[config.mk]
export PLATFORM = sky130hd
export DESIGN_NAME = countdown_timer_flat
export DESIGN_NICKNAME = d
export VERILOG_FILES = /design/src/rtl/countdown_pkg.sv /design/src/rtl/countdown_timer_if.sv /design/src/rtl/countdown_timer_tick_prescaler.sv /design/src/rtl/countdown_timer.sv /design/src/flat_wrapper.sv
export SDC_FILE = /design/constraint.sdc
export NUM_CORES = 1
export LEC_CHECK = 0
export ABC_AREA = 1
export CAP_MARGIN = 40
export CORE_MARGIN = 2
export CORE_UTILIZATION = 30
export CTS_BUF_LIST = sky130_fd_sc_hd__clkbuf_2 sky130_fd_sc_hd__clkbuf_4 sky130_fd_sc_hd__clkbuf_8
export CTS_CLUSTER_SIZE = 16
export DETAILED_ROUTE_END_ITERATION = 16
export SLEW_MARGIN = 5
export SYNTH_ARGS = -nofsm -noshare
export SYNTH_HDL_FRONTEND = slang
export SYNTH_SLANG_ARGS = --single-unit
[constraint.sdc]
create_clock -name clk -period 3 [get_ports clk]
set_clock_uncertainty 0.05 [all_clocks]
set_input_delay 0.45 -clock clk [delete_from_list [all_inputs] [get_ports clk]]
set_output_delay 0.45 -clock clk [all_outputs]
set_load 0.02 [all_outputs]
[src/rtl/countdown_pkg.sv]
// Shared types and constants for the countdown timer.
// Optional feature macro: COUNTDOWN_AUTO_RELOAD_EN (see countdown_timer.sv).
package countdown_pkg;

  // Default count/load width in bits.
  localparam int COUNT_W      = 8;
  // Largest legal prescale ratio; also sizes the prescaler counter.
  localparam int PRESCALE_MAX = 255;
  localparam int PRESC_W      = $clog2(PRESCALE_MAX + 1);

  // Controller states.
  typedef enum logic [1:0] {
    IDLE  = 2'd0,
    RUN   = 2'd1,
    PAUSE = 2'd2
  } state_e;

endpackage

[src/rtl/countdown_timer_if.sv]
// Load/control/status bundle of the countdown timer.
// master = the block driving loads and controls, slave = the timer itself.
interface countdown_timer_if
  import countdown_pkg::*;
#(
  parameter int WIDTH = COUNT_W
);

  logic             load_valid;
  logic             load_ready;
  logic [WIDTH-1:0] load_value;
  logic             pause;
  logic             abort;
  logic [WIDTH-1:0] count;
  logic             busy;
  logic             expired;

  modport master (
    output load_valid, load_value, pause, abort,
    input  load_ready, count, busy, expired
  );

  modport slave (
    input  load_valid, load_value, pause, abort,
    output load_ready, count, busy, expired
  );

endinterface

[src/rtl/countdown_timer_tick_prescaler.sv]
// Divides run-cycles by PRESCALE and emits a one-cycle tick on the last
// cycle of each period. The counter holds while run is low so a paused
// timer resumes mid-period; clear restarts the period.
module tick_prescaler
  import countdown_pkg::*;
#(
  parameter int PRESCALE = 1
) (
  input  logic clk,
  input  logic rst,
  input  logic run,
  input  logic clear,
  output logic tick
);

  // Out-of-range ratios are clamped to the legal 1..PRESCALE_MAX window.
  localparam int P_EFF = (PRESCALE < 1) ? 1 :
                         ((PRESCALE > PRESCALE_MAX) ? PRESCALE_MAX : PRESCALE);
  localparam logic [PRESC_W-1:0] P_LAST = PRESC_W'(P_EFF - 1);

  logic [PRESC_W-1:0] r_cnt;
  logic               w_at_last;

  assign w_at_last = (r_cnt == P_LAST);
  assign tick      = run & w_at_last;

  // Period counter: clear/tick restart it, run advances it, otherwise hold.
  always_ff @(posedge clk) begin
    if (rst) begin
      r_cnt <= {PRESC_W{1'b0}};
    end else if (clear) begin
      r_cnt <= {PRESC_W{1'b0}};
    end else if (tick) begin
      r_cnt <= {PRESC_W{1'b0}};
    end else if (run) begin
      r_cnt <= r_cnt + {{(PRESC_W-1){1'b0}}, 1'b1};
    end else begin
      r_cnt <= r_cnt;
    end
  end

endmodule

[src/rtl/countdown_timer.sv]
// Loadable down-counter with prescaled decrement, pause/abort control and
// a registered one-cycle expiry pulse.
// Optional macro COUNTDOWN_AUTO_RELOAD_EN: expiry reloads the last accepted
// start value and keeps running instead of returning to IDLE.
module countdown_timer
  import countdown_pkg::*;
#(
  parameter int WIDTH    = COUNT_W,
  parameter int PRESCALE = 1
) (
  input logic               clk,
  input logic               rst,
  countdown_timer_if.slave  bus
);

  localparam logic [WIDTH-1:0] ZERO = {WIDTH{1'b0}};
  localparam logic [WIDTH-1:0] ONE  = {{(WIDTH-1){1'b0}}, 1'b1};

  state_e           r_state;
  state_e           w_state_nxt;
  logic [WIDTH-1:0] r_count;
  logic [WIDTH-1:0] w_count_nxt;
  logic             r_expired;
  logic             w_expired_nxt;
  logic             w_accept;
  logic             w_run;
  logic             w_tick;
`ifdef COUNTDOWN_AUTO_RELOAD_EN
  logic [WIDTH-1:0] r_reload;
`endif

  assign w_accept = bus.load_valid & (r_state == IDLE);
  // The prescaler advances in any busy state unless frozen or aborted, so
  // leaving PAUSE costs no extra cycle.
  assign w_run    = (r_state != IDLE) & ~bus.abort & ~bus.pause;

  tick_prescaler #(
    .PRESCALE (PRESCALE)
  ) u_presc (
    .clk   (clk),
    .rst   (rst),
    .run   (w_run),
    .clear (w_accept),
    .tick  (w_tick)
  );

  // Next-state, next-count and expiry decision; priority abort > pause > tick.
  always_comb begin
    w_state_nxt   = r_state;
    w_count_nxt   = r_count;
    w_expired_nxt = 1'b0;
    case (r_state)
      IDLE: begin
        if (bus.load_valid) begin
          if (bus.load_value != ZERO) begin
            w_count_nxt = bus.load_value;
            w_state_nxt = RUN;
          end else begin
            w_expired_nxt = 1'b1;
          end
        end else begin
          w_state_nxt = IDLE;
        end
      end
      RUN, PAUSE: begin
        if (bus.abort) begin
          w_count_nxt = ZERO;
          w_state_nxt = IDLE;
        end else if (bus.pause) begin
          w_state_nxt = PAUSE;
        end else begin
          w_state_nxt = RUN;
          if (w_tick) begin
            if (r_count > ONE) begin
              w_count_nxt = r_count - ONE;
            end else begin
              // Final tick (count==1); a zero count here would also land
              // here, so the counter can never wrap.
              w_expired_nxt = 1'b1;
`ifdef COUNTDOWN_AUTO_RELOAD_EN
              w_count_nxt   = r_reload;
              w_state_nxt   = RUN;
`else
              w_count_nxt   = ZERO;
              w_state_nxt   = IDLE;
`endif
            end
          end else begin
            w_count_nxt = r_count;
          end
        end
      end
      default: begin
        w_count_nxt = ZERO;
        w_state_nxt = IDLE;
      end
    endcase
  end

  // State, count and expiry pulse registers.
  always_ff @(posedge clk) begin
    if (rst) begin
      r_state   <= IDLE;
      r_count   <= ZERO;
      r_expired <= 1'b0;
    end else begin
      r_state   <= w_state_nxt;
      r_count   <= w_count_nxt;
      r_expired <= w_expired_nxt;
    end
  end

`ifdef COUNTDOWN_AUTO_RELOAD_EN
  // Reload value: captured on every accepted load, including zero.
  always_ff @(posedge clk) begin
    if (rst) begin
      r_reload <= ZERO;
    end else if (w_accept) begin
      r_reload <= bus.load_value;
    end else begin
      r_reload <= r_reload;
    end
  end
`endif

  assign bus.count      = r_count;
  assign bus.expired    = r_expired;
  assign bus.busy       = (r_state != IDLE);
  assign bus.load_ready = (r_state == IDLE);

endmodule

[src/flat_wrapper.sv]
// flat-port wrapper written by rule: the top's interface ports become plain ports
module countdown_timer_flat import countdown_pkg::*;
#(
  parameter int WIDTH    = COUNT_W,
  parameter int PRESCALE = 1
)
  (clk, rst, bus_load_valid, bus_load_value, bus_pause, bus_abort, bus_load_ready, bus_count, bus_busy, bus_expired);
  countdown_timer_if #(.WIDTH(WIDTH)) bus_i ();
  input logic clk;
  input logic rst;
  input wire logic [$bits(bus_i.load_valid)-1:0] bus_load_valid;
  input wire logic [$bits(bus_i.load_value)-1:0] bus_load_value;
  input wire logic [$bits(bus_i.pause)-1:0] bus_pause;
  input wire logic [$bits(bus_i.abort)-1:0] bus_abort;
  output wire logic [$bits(bus_i.load_ready)-1:0] bus_load_ready;
  output wire logic [$bits(bus_i.count)-1:0] bus_count;
  output wire logic [$bits(bus_i.busy)-1:0] bus_busy;
  output wire logic [$bits(bus_i.expired)-1:0] bus_expired;
  assign bus_i.load_valid = bus_load_valid;
  assign bus_i.load_value = bus_load_value;
  assign bus_i.pause = bus_pause;
  assign bus_i.abort = bus_abort;
  assign bus_load_ready = bus_i.load_ready;
  assign bus_count = bus_i.count;
  assign bus_busy = bus_i.busy;
  assign bus_expired = bus_i.expired;
  countdown_timer #(.WIDTH(WIDTH), .PRESCALE(PRESCALE)) u_core (.clk(clk), .rst(rst), .bus(bus_i));
endmodule
==> Word-level counts from Yosys, hierarchy flattened <==
Index checks and enable logic that the tools add are counted.
W data, S select, Z words.
{ "word_totals": {"regBits": 19, "output_inout_bits": 11} }
{ "classes": {"add_sub_neg": 2, "n_lt_le_gt_ge": 1, "eq_ne": 7, "muxes": 21, "bitwise_logic": 6, "n_reduce_logical": 7} }
{ "op_table": {"columns": ["op", "n"], "rows": [
  ["$mux W8", 6],
  ["$pmux W8 S2", 1],
  ["$mux W2", 5],
  ["$add A8 B1 Y8 const B", 1],
  ["$gt A8 B1 Y1 const B", 1],
  ["$logic_not A8 Y1", 1],
  ["$reduce_bool A8 Y1", 1],
  ["$sub A8 B1 Y8 const B", 1],
  ["$mux W1", 7],
  ["$ne A3 B3 Y1 const B", 2],
  ["$and A1 B1 Y1", 4],
  ["$pmux W2 S2", 1],
  ["$reduce_and A4 Y1", 1],
  ["$ne A3 B2 Y1 const B", 1],
  ["$reduce_or A3 Y1", 1],
  ["$eq A2 B1 Y1 const B", 1],
  ["$eq A2 B2 Y1 const B", 1],
  ["$logic_not A2 Y1", 1],
  ["$ne A2 B1 Y1 const B", 1],
  ["$ne A2 B2 Y1 const B", 1],
  ["$not A1 Y1", 2],
  ["$pmux W1 S2", 1],
  ["$reduce_bool A2 Y1", 1],
  ["$reduce_or A2 Y1", 1]
]} }

==> Logic depth before layout (Yosys ltp) <==
Gate-level depths: netlist (run 1).
{ "logic_depth": {"depth_word": 8, "mapped_depth": 11, "depth_no_buf": 11} }

==> By module <==
Synthesis (run 1) repeated with hierarchy kept, for this count alone.
{ "unflattened": {"cells_unflattened": 204, "hier_area_um2": 1280.0} }
{ "by_module_without_submodules": {"columns": ["mod", "instances", "cells_per_inst", "area_each_um2"], "rows": [
  ["countdown_timer", 1, 140, 839.6],
  ["tick_prescaler", 1, 64, 440.4]
]} }

==> Worst setup path after synthesis (run 1) <==
OpenSTA, ideal clock, no wires.
{ "synth_timing": {"kind": "register to register", "startpoint": "register u_core.r_state[0]", "endpoint": "register u_core.u_presc.r_cnt[7]", "setup_time_ns": 0.124, "t_arrival_ns": 1.535, "required_ns": 2.826, "path_slack_ns": 1.291, "path_stages_with_launch": 11, "n_path_buf": 0, "period_less_slack_ns": 1.709, "path_cell_list": "dfxtp_1 > inv_1 > ha_1 > inv_1 > nand2_4 > inv_2 > nand2_1 > nor2_1 > nand2_1 > nor2_1 > nor3b_2"} }
{ "synth_rtl": {"columns": ["element", "line", "rtl"], "rows": [
  ["from (decl)", "countdown_timer.sv:19", "state_e r_state;"],
  ["from (signal assigned)", "countdown_timer.sv:107", "r_state <= w_state_nxt;"],
  ["$logic_not A2 Y1", null, null],
  ["net bus_load_ready", "flat_wrapper.sv:15", "output wire logic [$bits(bus_i.load_ready)-1:0] bus_load_ready;"],
  ["$and A1 B1 Y1", "countdown_timer.sv:32", "assign w_accept = bus.load_valid & (r_state == IDLE);"],
  ["$reduce_or A3 Y1 (no source line)", null, null],
  ["to (signal assigned)", "countdown_timer_tick_prescaler.sv:34", "r_cnt <= {PRESC_W{1'b0}};"],
  ["to (signal assigned)", "countdown_timer_tick_prescaler.sv:36", "r_cnt <= r_cnt + {{(PRESC_W-1){1'b0}}, 1'b1};"],
  ["to (signal assigned)", "countdown_timer_tick_prescaler.sv:38", "r_cnt <= r_cnt;"],
  ["to (decl)", "countdown_timer_tick_prescaler.sv:21", "logic [PRESC_W-1:0] r_cnt;"]
]} }
The timed path passes the listed nets, and every way through them passes these cells.
A chain may end at the register's enable or synchronous reset.

==> Worst setup path in the final report (run 1) <==
{ "layout_timing": {"startpoint": "register u_core.r_state[0]", "endpoint": "output port bus_busy"} }
{ "layout_between": {"elab_chain_cells": 1} }
{ "layout_lines": {"columns": ["element", "line", "rtl"], "rows": [
  ["$reduce_bool A2 Y1", "countdown_timer.sv:128", "assign bus.busy = (r_state != IDLE);"],
  ["to (decl)", "flat_wrapper.sv:17", "output wire logic [$bits(bus_i.busy)-1:0] bus_busy;"]
]} }
Every way passes these cells.

==> results.py, run 1 <==
metrics = {
    "logic_synthesis": {
        "synth-seq-area-share": 0.3177,
        "postSynthAreaPerCell_um2": 6.689,
        "synth_warnings": 0,
        "synth_nets": 198,
        "yosys.area_share.simple": 0.3898,
        "mappedNetlistArea_um2": 1197,
        "synth.top_cell.area_share": 0.3177,
        "synth_largest_area_cell": "dfxtp_1",
        "synth_top_family_by_area": "simple AND/OR/NAND/NOR gates",
        "synthAdderAreaFrac": 0.06270,
        "ys_ff_latch": 19,
        "yosys-top-cells-area": "dfxtp_1, nand2_1, nor2_1, a21oi_1, ha_1",
        "muxShareOfSynthArea": 0,
        "synth_compound_area_frac": 0.1233,
        "syn_inst": 179,
        "synth_xor_area_frac": 0.04389,
        "synthDistinctLibCells": 25,
    },
    "setup_path": {
        "critPathSlowestCell": "clkdlybuf4s50_1",
        "cp_max_fo": 12,
        "r2r-start": "u_core.r_state[0]",
        "crit_path_end_kind": "output port",
        "cp-start-kind": "register",
        "cpPeakStageDelay_ns": 0.63,
        "crit_required_ns": 2.50,
        "cp_common_cell": "inv_1",
        "path_buf_inv": 3,
        "worstSetupPathType": "reg2out",
        "crit_cells": 4,
        "cp.arrival_ns": 1.83,
        "crit_chain": "inv_1, ha_1, inv_1, clkdlybuf4s50_1",
        "r2r_cells": 9,
        "reg2reg_to": "u_core.u_presc.r_cnt[5]",
        "r2r_slack_ns": 1.13,
        "crit_family": "buffers and inverters",
    },
    "timing": {
        "period_needed_ns": 2.329,
        "maxSlewHeadroom": 0.6920,
        "fin_tns_setup_ns": 0,
        "finalCritPeriodShare": 0.7762,
        "worst_slew_pin_slew_ns": 0.4605,
        "rsz0062_at_grt": "false",
        "setup_viol": 0,
        "slew_viol_final": 0,
        "final_hold_viol_count": 0,
        "timing.fmax_ghz": 0.4294,
    },
    "global_route": {
        "grt_pass1_wl_um": 4236,
        "grt_pass1_vias": 965,
        "antenna_found_initial": 0,
        "grtUsageTotal": 0.1258,
        "grt_max_degree": 13,
        "grt_overflow": 0,
    },
    "pwr": {
        "ir_drop_mv": 0.2382,
        "p_sw_w": 0.0002060,
        "intPower_w": 0.0004375,
        "power.leakage_nw": 0.6382,
        "pwr-share-clk": 0.285,
        "combPwrFrac": 0.284,
        "power_density_nw_per_um2": 421.9,
        "seqPwrFrac": 0.431,
        "swShare": 0.3201,
        "power_w": 0.0006435,
    },
    "run": {
        "max_cap_violations": 0,
    },
    "die": {
        "dieWidth_um": 67.18,
        "coreArea_um2": 3744,
        "initial_core_util": 0.3199,
        "die_area_um2": 4512,
        "chipHeight_um": 67.18,
        "ios": 24,
        "rows": 22,
    },
    "final_layout": {
        "drive_gt1_frac": 0.07353,
        "mostFrequentLayoutCell": "nand2_1",
        "layout_common_cells": "nand2_1, nor2_1, clkdlybuf4s50_1",
        "fillers": 409,
        "antenna_cells": 0,
        "area_growth_pct": 27.38,
        "nNetsFinal": 224,
    },
    "min_path": {
        "min_from": "u_core.u_presc.r_cnt[1]",
        "worstHoldPathCells": 2,
        "hold_class": "reg2reg",
        "whs_endpoint": "u_core.u_presc.r_cnt[1]",
    },
    "detailed_routing": {
        "routed_via_density": 4.484,
        "num_vias": 1130,
        "drc_errors": 0,
        "ant_nets": 0,
        "wirelength_um": 2598,
        "drt_iter0_drc": 42,
        "dr.pass1.iters": 4,
        "wl_per_cell_um": 10.31,
    },
    "clocking": {
        "tritoncts": "done",
        "cts_resized": 0,
        "clkSinkCount": 19,
        "cts_buffers": 3,
        "cts_setup_buffers": 0,
        "root_buffer": "clkbuf_8",
        "ctsHoldBuffers": 0,
        "clk_latency_ns": 0.26,
        "htree_levels": 1,
        "clk_pin_slew_ns": 0.07,
        "clockBufferDepth": 2,
    },
    "placed_design": {
        "gp_congestion": 0.7531,
        "dp_hpwl_um": 2084,
        "portBuffers": 23,
    },
    "run_status": {
        "status": "finished, final reports clean",
    },
}
[synth_stat cells, drive strengths merged]
library cell and number:
dfxtp 19, inv 17, nor2 28, nor3 3
nand4 1, nor3b 3, o21bai 2, nand2 59
a21oi 16, nor4 1, nand3 6, o21ai 9
ha 6, buf 1, a211oi 1, xnor2 3
xor2 3, clkbuf 1
[per-layer routing]
layer	routed length [µm]	global-route usage
met5	0	0
met3	189	0.04000
met2	1146	0.2017
met1	1230	0.1590
met4	31	0.04337
[power groups by stage]
| stage | registers, W | logic [W] | clock network [W] |
|---|---|---|---|
| after global routing | 0.000280 | 0.000208 | 0.000203 |
| after global placement | 0.000283 | 0.000184 | 0 |
| final | 0.000277 | 0.000183 | 0.000183 |
| after detailed placement | 0.000283 | 0.000183 | 0 |
| after floorplan | 0.000293 | 0.000110 | 0 |
| after CTS | 0.000277 | 0.000185 | 0.000192 |
[per-stage QoR]
step / std cells / hold slack [ns] / setup WS [ns] / cell area (µm²) / utilization
after CTS: 252 / 0.4402 / 0.6603 / 1525 / 0.4074
final: 252 / 0.4443 / 0.6714 / 1525 / 0.4074
after detailed placement: 248 / 0.4288 / 0.9284 / 1476 / 0.3944
after floorplan: 179 / 0.4060 / 1.291 / 1197 / -
after global placement: 248 / 0.4231 / 0.9128 / 1476 / 0.3944
after global routing: 252 / 0.4787 / 0.5812 / 1525 / 0.4074
[flip-flops by register name, indices dropped and copies added (netlist names)]
| name | count |
|---|---|
| u_core.bus.count | 8 |
| u_core.bus.expired | 1 |
| u_core.r_state | 2 |
| u_core.u_presc.r_cnt | 8 |
[worst min-delay path: cells and delay by family (launching register included)]
| kind | cells | cell delay (ns) |
|---|---|---|
| DFF | 1 | 0.33 |
| and+or+nand+nor | 1 | 0.07 |
| AOI/OAI and AO/OA | 1 | 0.05 |
[worst max-delay path by stage]
stage                            startpoint                       to  slack, ns
after floorplan           u_core.r_state[0]  u_core.u_presc.r_cnt[7]       1.29
after global placement            bus_abort       u_core.bus.expired       0.91
after detailed placement          bus_abort      u_core.bus.count[7]       0.93
after CTS                 u_core.r_state[0]                 bus_busy       0.66
after global routing      u_core.r_state[0]                 bus_busy       0.58
final                     u_core.r_state[0]                 bus_busy       0.67
[cells by family (layout without fill, tap and decap cells)]
group	Yosys count	count (layout)
AND/OR/NAND/NOR	101	101
AO/OA/AOI/OAI	28	28
flip-flops	19	19
buffers and inverters	19	44
adder cells (fa/ha/maj)	6	6
XOR/XNOR	6	6
[final cells by class]
class | count | area, µm² | area share
clock inverter | 1 | 7.507 | 0.004922
timing repair buffer | 23 | 230.2 | 0.1509
inverter | 17 | 63.81 | 0.04184
tap | 48 | 60.06 | 0.03938
clock buffer | 3 | 41.29 | 0.02707
sequential | 19 | 380.4 | 0.2494
multi-input combinational | 141 | 742.0 | 0.4865
(Power assumes the default switching activity.)
==> inputs of run 2 (changes only) <==
==> constraint.sdc (replaced) <==
create_clock -name clk -period 2.1 [get_ports clk]
set_clock_uncertainty 0.05 [all_clocks]
set_input_delay 0.315 -clock clk [delete_from_list [all_inputs] [get_ports clk]]
set_output_delay 0.315 -clock clk [all_outputs]
set_load 0.02 [all_outputs]
==> run 2 against run 1 <==
  * Largest power group unchanged
  * Count of clock-buffer cells in the layout did not move
  * Non-clock buffer count rose by 2
  * Sequential cell count did not move
  * Critical endpoint unchanged
  * Combinational power rose by 45%
  * Register-to-register slack got worse by 0.76 ns
  * Critical path depth did not move
  * Routed wire length rose by 2.2%
  * Global-route usage barely moved
  * First-iteration DRC count fell by 2.4%
==> results.py, run 2 (same netlist as run 1, synthesis figures left out) <==
metrics = {
    "run_status": {
        "status": "finished, final reports clean",
    },
    "pwr": {
        "pwr-share-clk": 0.286,
        "seqPwrFrac": 0.428,
        "p_sw_w": 0.0003005,
        "power_density_nw_per_um2": 602.2,
        "intPower_w": 0.0006256,
        "power.leakage_nw": 0.6512,
        "combPwrFrac": 0.286,
        "swShare": 0.3245,
        "ir_drop_mv": 0.3522,
    },
    "min_path": {
        "hold_class": "reg2reg",
        "whs_endpoint": "u_core.u_presc.r_cnt[1]",
        "min_from": "u_core.u_presc.r_cnt[1]",
        "worstHoldPathCells": 2,
    },
    "placed_design": {
        "portBuffers": 23,
        "gp_congestion": 0.7608,
        "dp_hpwl_um": 2100,
        "dp_cells": 250,
    },
    "setup_path": {
        "crit_required_ns": 1.74,
        "crit_chain": "inv_1, ha_1, inv_1, clkdlybuf4s50_1",
        "critPathSlowestCell": "clkdlybuf4s50_1",
        "r2r_cells": 10,
        "worstSetupPathType": "reg2out",
        "cp-start-kind": "register",
        "cpPeakStageDelay_ns": 0.62,
        "crit_path_end_kind": "output port",
        "r2r-start": "u_core.r_state[0]",
        "cp_max_fo": 3,
        "reg2reg_to": "u_core.bus.count[7]",
        "cp_common_cell": "inv_1",
        "r2r_slack_ns": 0.37,
        "cp.arrival_ns": 1.63,
    },
    "clocking": {
        "root_buffer": "clkbuf_8",
        "clockBufferDepth": 2,
        "cts_buffers": 3,
        "clkSinkCount": 19,
        "cts_setup_buffers": 0,
        "clk_latency_ns": 0.26,
        "tritoncts": "done",
        "ctsHoldBuffers": 0,
        "cts_resized": 0,
        "clk_pin_slew_ns": 0.08,
        "htree_levels": 1,
    },
    "detailed_routing": {
        "wirelength_um": 2654,
        "wl_per_cell_um": 10.45,
        "drc_errors": 0,
        "ant_nets": 0,
        "num_vias": 1146,
        "dr.pass1.iters": 6,
        "drt_iter0_drc": 41,
        "routed_via_density": 4.512,
    },
    "die": {
        "dieWidth_um": 67.18,
        "ios": 24,
        "die_area_um2": 4512,
        "initial_core_util": 0.3199,
        "rows": 22,
        "coreArea_um2": 3744,
        "chipHeight_um": 67.18,
    },
    "timing": {
        "timing.fmax_ghz": 0.5010,
        "finalCritPeriodShare": 0.9504,
        "fin_tns_setup_ns": 0,
        "worst_slew_pin_slew_ns": 0.3115,
        "final_hold_viol_count": 0,
        "setup_viol": 0,
        "rsz0062_at_grt": "false",
        "slew_viol_final": 0,
        "period_needed_ns": 1.996,
        "maxSlewHeadroom": 0.7906,
    },
    "global_route": {
        "grtUsageTotal": 0.1255,
        "grt_pass1_vias": 1010,
        "grt_max_degree": 12,
        "antenna_found_initial": 0,
        "grt_pass1_wl_um": 4312,
        "grt_overflow": 0,
    },
    "final_layout": {
        "regArea_um2": 380.4,
        "multiInputGateArea_um2": 742.0,
        "fin_cells": 254,
        "antenna_cells": 0,
        "nNetsFinal": 226,
        "mostFrequentLayoutCell": "nand2_1",
        "layout_common_cells": "nand2_1, nor2_1, clkdlybuf4s50_1",
        "drive_gt1_frac": 0.08252,
        "fillers": 436,
        "area_growth_pct": 28.42,
    },
    "run": {
        "max_cap_violations": 0,
    },
}
==> run 2: cell count changes in the layout (fill, tap and decap cells not counted), sizes merged <==
cell,before,now
clkinv,0,1
buf,0,2
clkinvlp,1,0
==> run 2: cell type report <==
cell class,instances,area share
multi-input combinational,141,0.4825
sequential,19,0.2474
timing repair buffer,25,0.1595
inverter,17,0.04150
tap,48,0.03906
clock buffer,3,0.02685
clock inverter,1,0.003255
==> run 2: power by group through the flow <==
stage	combinational [W]	clock, W	sequential, W
final	0.000265	0.000265	0.000397
after global placement	0.000263	0	0.000405
after global routing	0.000296	0.000292	0.000400
after detailed placement	0.000265	0	0.000406
after floorplan	0.000157	0	0.000418
after CTS	0.000267	0.000278	0.000397
==> run 2: how the worst max path moves through the flow <==
stage / start / depth (start not counted) / to / slack (ns)
2_1_floorplan: u_core.r_state[0] / 10 / u_core.u_presc.r_cnt[7] / 0.39
3_3_place_gp: bus_abort / 6 / u_core.bus.expired / 0.17
3_5_place_dp: bus_abort / 6 / u_core.bus.expired / 0.21
4_1_cts: u_core.r_state[0] / 4 / bus_busy / 0.08
5_1_grt: u_core.r_state[0] / 4 / bus_busy / 0.02
6_report: u_core.r_state[0] / 4 / bus_busy / 0.10
==> run 2: critical path, delay by kind of cell (launching register included) <==
family     cells  cell delay, ns
flops          1            0.37
fa+ha+maj      1            0.20
buf+inv        3            0.80
==> run 2: stage by stage <==
stage | power [W] | instance area (µm²) | util | hold slack (ns) | setup slack (ns)
2_1_floorplan | 0.0005750 | 1197 | - | 0.3378 | 0.3915
3_3_place_gp | 0.0006683 | 1491 | 0.3984 | 0.4261 | 0.1679
3_5_place_dp | 0.0006707 | 1491 | 0.3984 | 0.4344 | 0.2133
4_1_cts | 0.0009414 | 1538 | 0.4108 | 0.4460 | 0.08452
5_1_grt | 0.0009880 | 1538 | 0.4108 | 0.4821 | 0.01888
6_report | 0.0009260 | 1538 | 0.4108 | 0.4413 | 0.1042
==> run 2: routing by layer <==
metal  track usage  wire, µm  part of all wire
met5             0         0                 0
met4       0.02296        15            0.0057
met3       0.03667       110             0.041
met2        0.2240      1266              0.48
met1        0.1498      1261              0.48
==> inputs of run 3 (changes only) <==
--- a/config.mk
+++ b/config.mk
@@ -12,6 +12,7 @@
 export CTS_BUF_LIST = sky130_fd_sc_hd__clkbuf_2 sky130_fd_sc_hd__clkbuf_4 sky130_fd_sc_hd__clkbuf_8
 export CTS_CLUSTER_SIZE = 16
 export DETAILED_ROUTE_END_ITERATION = 16
+export DONT_BUFFER_PORTS = 1
 export SLEW_MARGIN = 5
 export SYNTH_ARGS = -nofsm -noshare
 export SYNTH_HDL_FRONTEND = slang
==> run 3 against run 2 <==
  * Worst hold slack lost 0.38 ns
  * Register-to-register slack is essentially flat
  * Sequential power is essentially flat
  * Routed wire length shrank 2.9%
  * Via count shrank 7.3%
  * Largest cell class unchanged
==> results.py, run 3 (same netlist as run 1, synthesis figures left out) <==
metrics = {
    "timing": {
        "finalCritPeriodShare": 0.8305,
        "holdWs_ns": 0.06350,
        "setup_viol": 0,
        "final_hold_viol_count": 0,
        "worst_slew_pin_slew_ns": 0.3876,
        "rsz0062_at_grt": "false",
        "timing.fmax_ghz": 0.5734,
        "slew_viol_final": 0,
        "maxSlewHeadroom": 0.7413,
        "fin_tns_setup_ns": 0,
        "period_needed_ns": 1.744,
    },
    "global_route": {
        "grt_overflow": 0,
        "grt_pass1_wl_um": 4250,
        "antenna_found_initial": 0,
        "grt_max_degree": 13,
        "grt_pass1_vias": 928,
        "grtUsageTotal": 0.1276,
    },
    "pwr": {
        "intPower_w": 0.0005905,
        "ir_drop_mv": 0.4036,
        "combPwrFrac": 0.248,
        "seqPwrFrac": 0.454,
        "p_sw_w": 0.0002826,
        "power_density_nw_per_um2": 649.1,
        "swShare": 0.3237,
        "power_w": 0.0008731,
        "pwr-share-clk": 0.298,
        "power.leakage_nw": 0.5915,
    },
    "detailed_routing": {
        "wirelength_um": 2577,
        "drc_errors": 0,
        "wl_per_cell_um": 10.92,
        "drt_iter0_drc": 83,
        "num_vias": 1062,
        "ant_nets": 0,
        "dr.pass1.iters": 4,
        "routed_via_density": 4.500,
    },
    "clocking": {
        "tritoncts": "done",
        "cts_setup_buffers": 0,
        "root_buffer": "clkbuf_8",
        "cts_buffers": 3,
        "htree_levels": 1,
        "clk_pin_slew_ns": 0.08,
        "clkSinkCount": 19,
        "clk_latency_ns": 0.26,
        "clockBufferDepth": 2,
        "ctsHoldBuffers": 0,
        "cts_resized": 0,
    },
    "setup_path": {
        "worstSetupPathType": "reg2reg",
        "crit_path_end_kind": "register",
        "crit_required_ns": 2.25,
        "cp.arrival_ns": 1.89,
        "cp-start-kind": "register",
        "cp_max_fo": 5,
    },
    "placed_design": {
        "dp_hpwl_um": 2059,
        "gp_congestion": 0.7888,
        "portBuffers": 0,
    },
    "die": {
        "initial_core_util": 0.3199,
        "dieWidth_um": 67.18,
        "chipHeight_um": 67.18,
        "die_area_um2": 4512,
        "coreArea_um2": 3744,
        "rows": 22,
        "ios": 24,
    },
    "min_path": {
        "hold_class": "in2reg",
    },
    "run": {
        "max_cap_violations": 0,
    },
    "run_status": {
        "status": "finished, final reports clean",
    },
    "final_layout": {
        "nNetsFinal": 208,
        "antenna_cells": 0,
        "regArea_um2": 380.4,
        "fillers": 431,
        "drive_gt1_frac": 0.1170,
        "multiInputGateArea_um2": 742.0,
        "mostFrequentLayoutCell": "nand2_1",
        "layout_common_cells": "nand2_1, nor2_1, dfxtp_1",
        "area_growth_pct": 12.33,
    },
}
==> run 3: critical path: stages (launching register included) <==
cell and delay (ns):
dfxtp_1 0.49, inv_1 0.10, ha_1 0.26, o21ai_0 0.18
nor2_1 0.08, nor2_1 0.19, nand3_1 0.09, nand2_1 0.07
nand2_1 0.05, a21oi_1 0.12
==> run 3: final cells by class <==
| type | count | area share |
|---|---|---|
| clock buffers | 3 | 0.03070 |
| clock inverters | 1 | 0.003721 |
| inverters | 17 | 0.04744 |
| multi-input cells | 141 | 0.5516 |
| flip-flops and latches | 19 | 0.2828 |
| well taps | 48 | 0.04465 |
| repair buffers | 7 | 0.03907 |
==> run 3: worst paths after layout <==
| check | start | endpoint | slack, ns | cells after the start |
|---|---|---|---|---|
| hold / removal | rst | u_core.bus.count[1] | 0.06 | 1 |
| setup / recovery | u_core.bus.count[1] | u_core.bus.count[7] | 0.36 | 9 |
| hold reg to reg | u_core.u_presc.r_cnt[0] | u_core.u_presc.r_cnt[0] | 0.44 | 2 |
| setup reg to reg | u_core.bus.count[1] | u_core.bus.count[7] | 0.36 | 9 |
==> run 3: metal layers <==
layer	up-vias	routed length, µm	global-route usage
met4	0	19	0.03827
met1	450	1147	0.1528
met2	25	1221	0.2054
met3	2	189	0.05667
met5	-	0	0
li1	585	-	-
==> run 3: through the flow <==
stage / instance area (µm²) / util / instances / setup WS [ns]
after CTS: 1345 / 0.3593 / 236 / 0.3153
after global routing: 1345 / 0.3593 / 236 / 0.08701
final: 1345 / 0.3593 / 236 / 0.3560
after floorplan: 1197 / - / 179 / 0.3915
after global placement: 1299 / 0.3469 / 232 / 0.3177
after detailed placement: 1299 / 0.3469 / 232 / 0.3444
==> run 3: power by group through the flow <==
stage	Sequential [W]	Clock (W)	Combinational, W
global placement	0.000404	0	0.000217
global route	0.000399	0.000293	0.000249
finish	0.000396	0.000260	0.000217
detailed placement	0.000405	0	0.000216
CTS	0.000397	0.000272	0.000218
floorplan	0.000418	0	0.000157
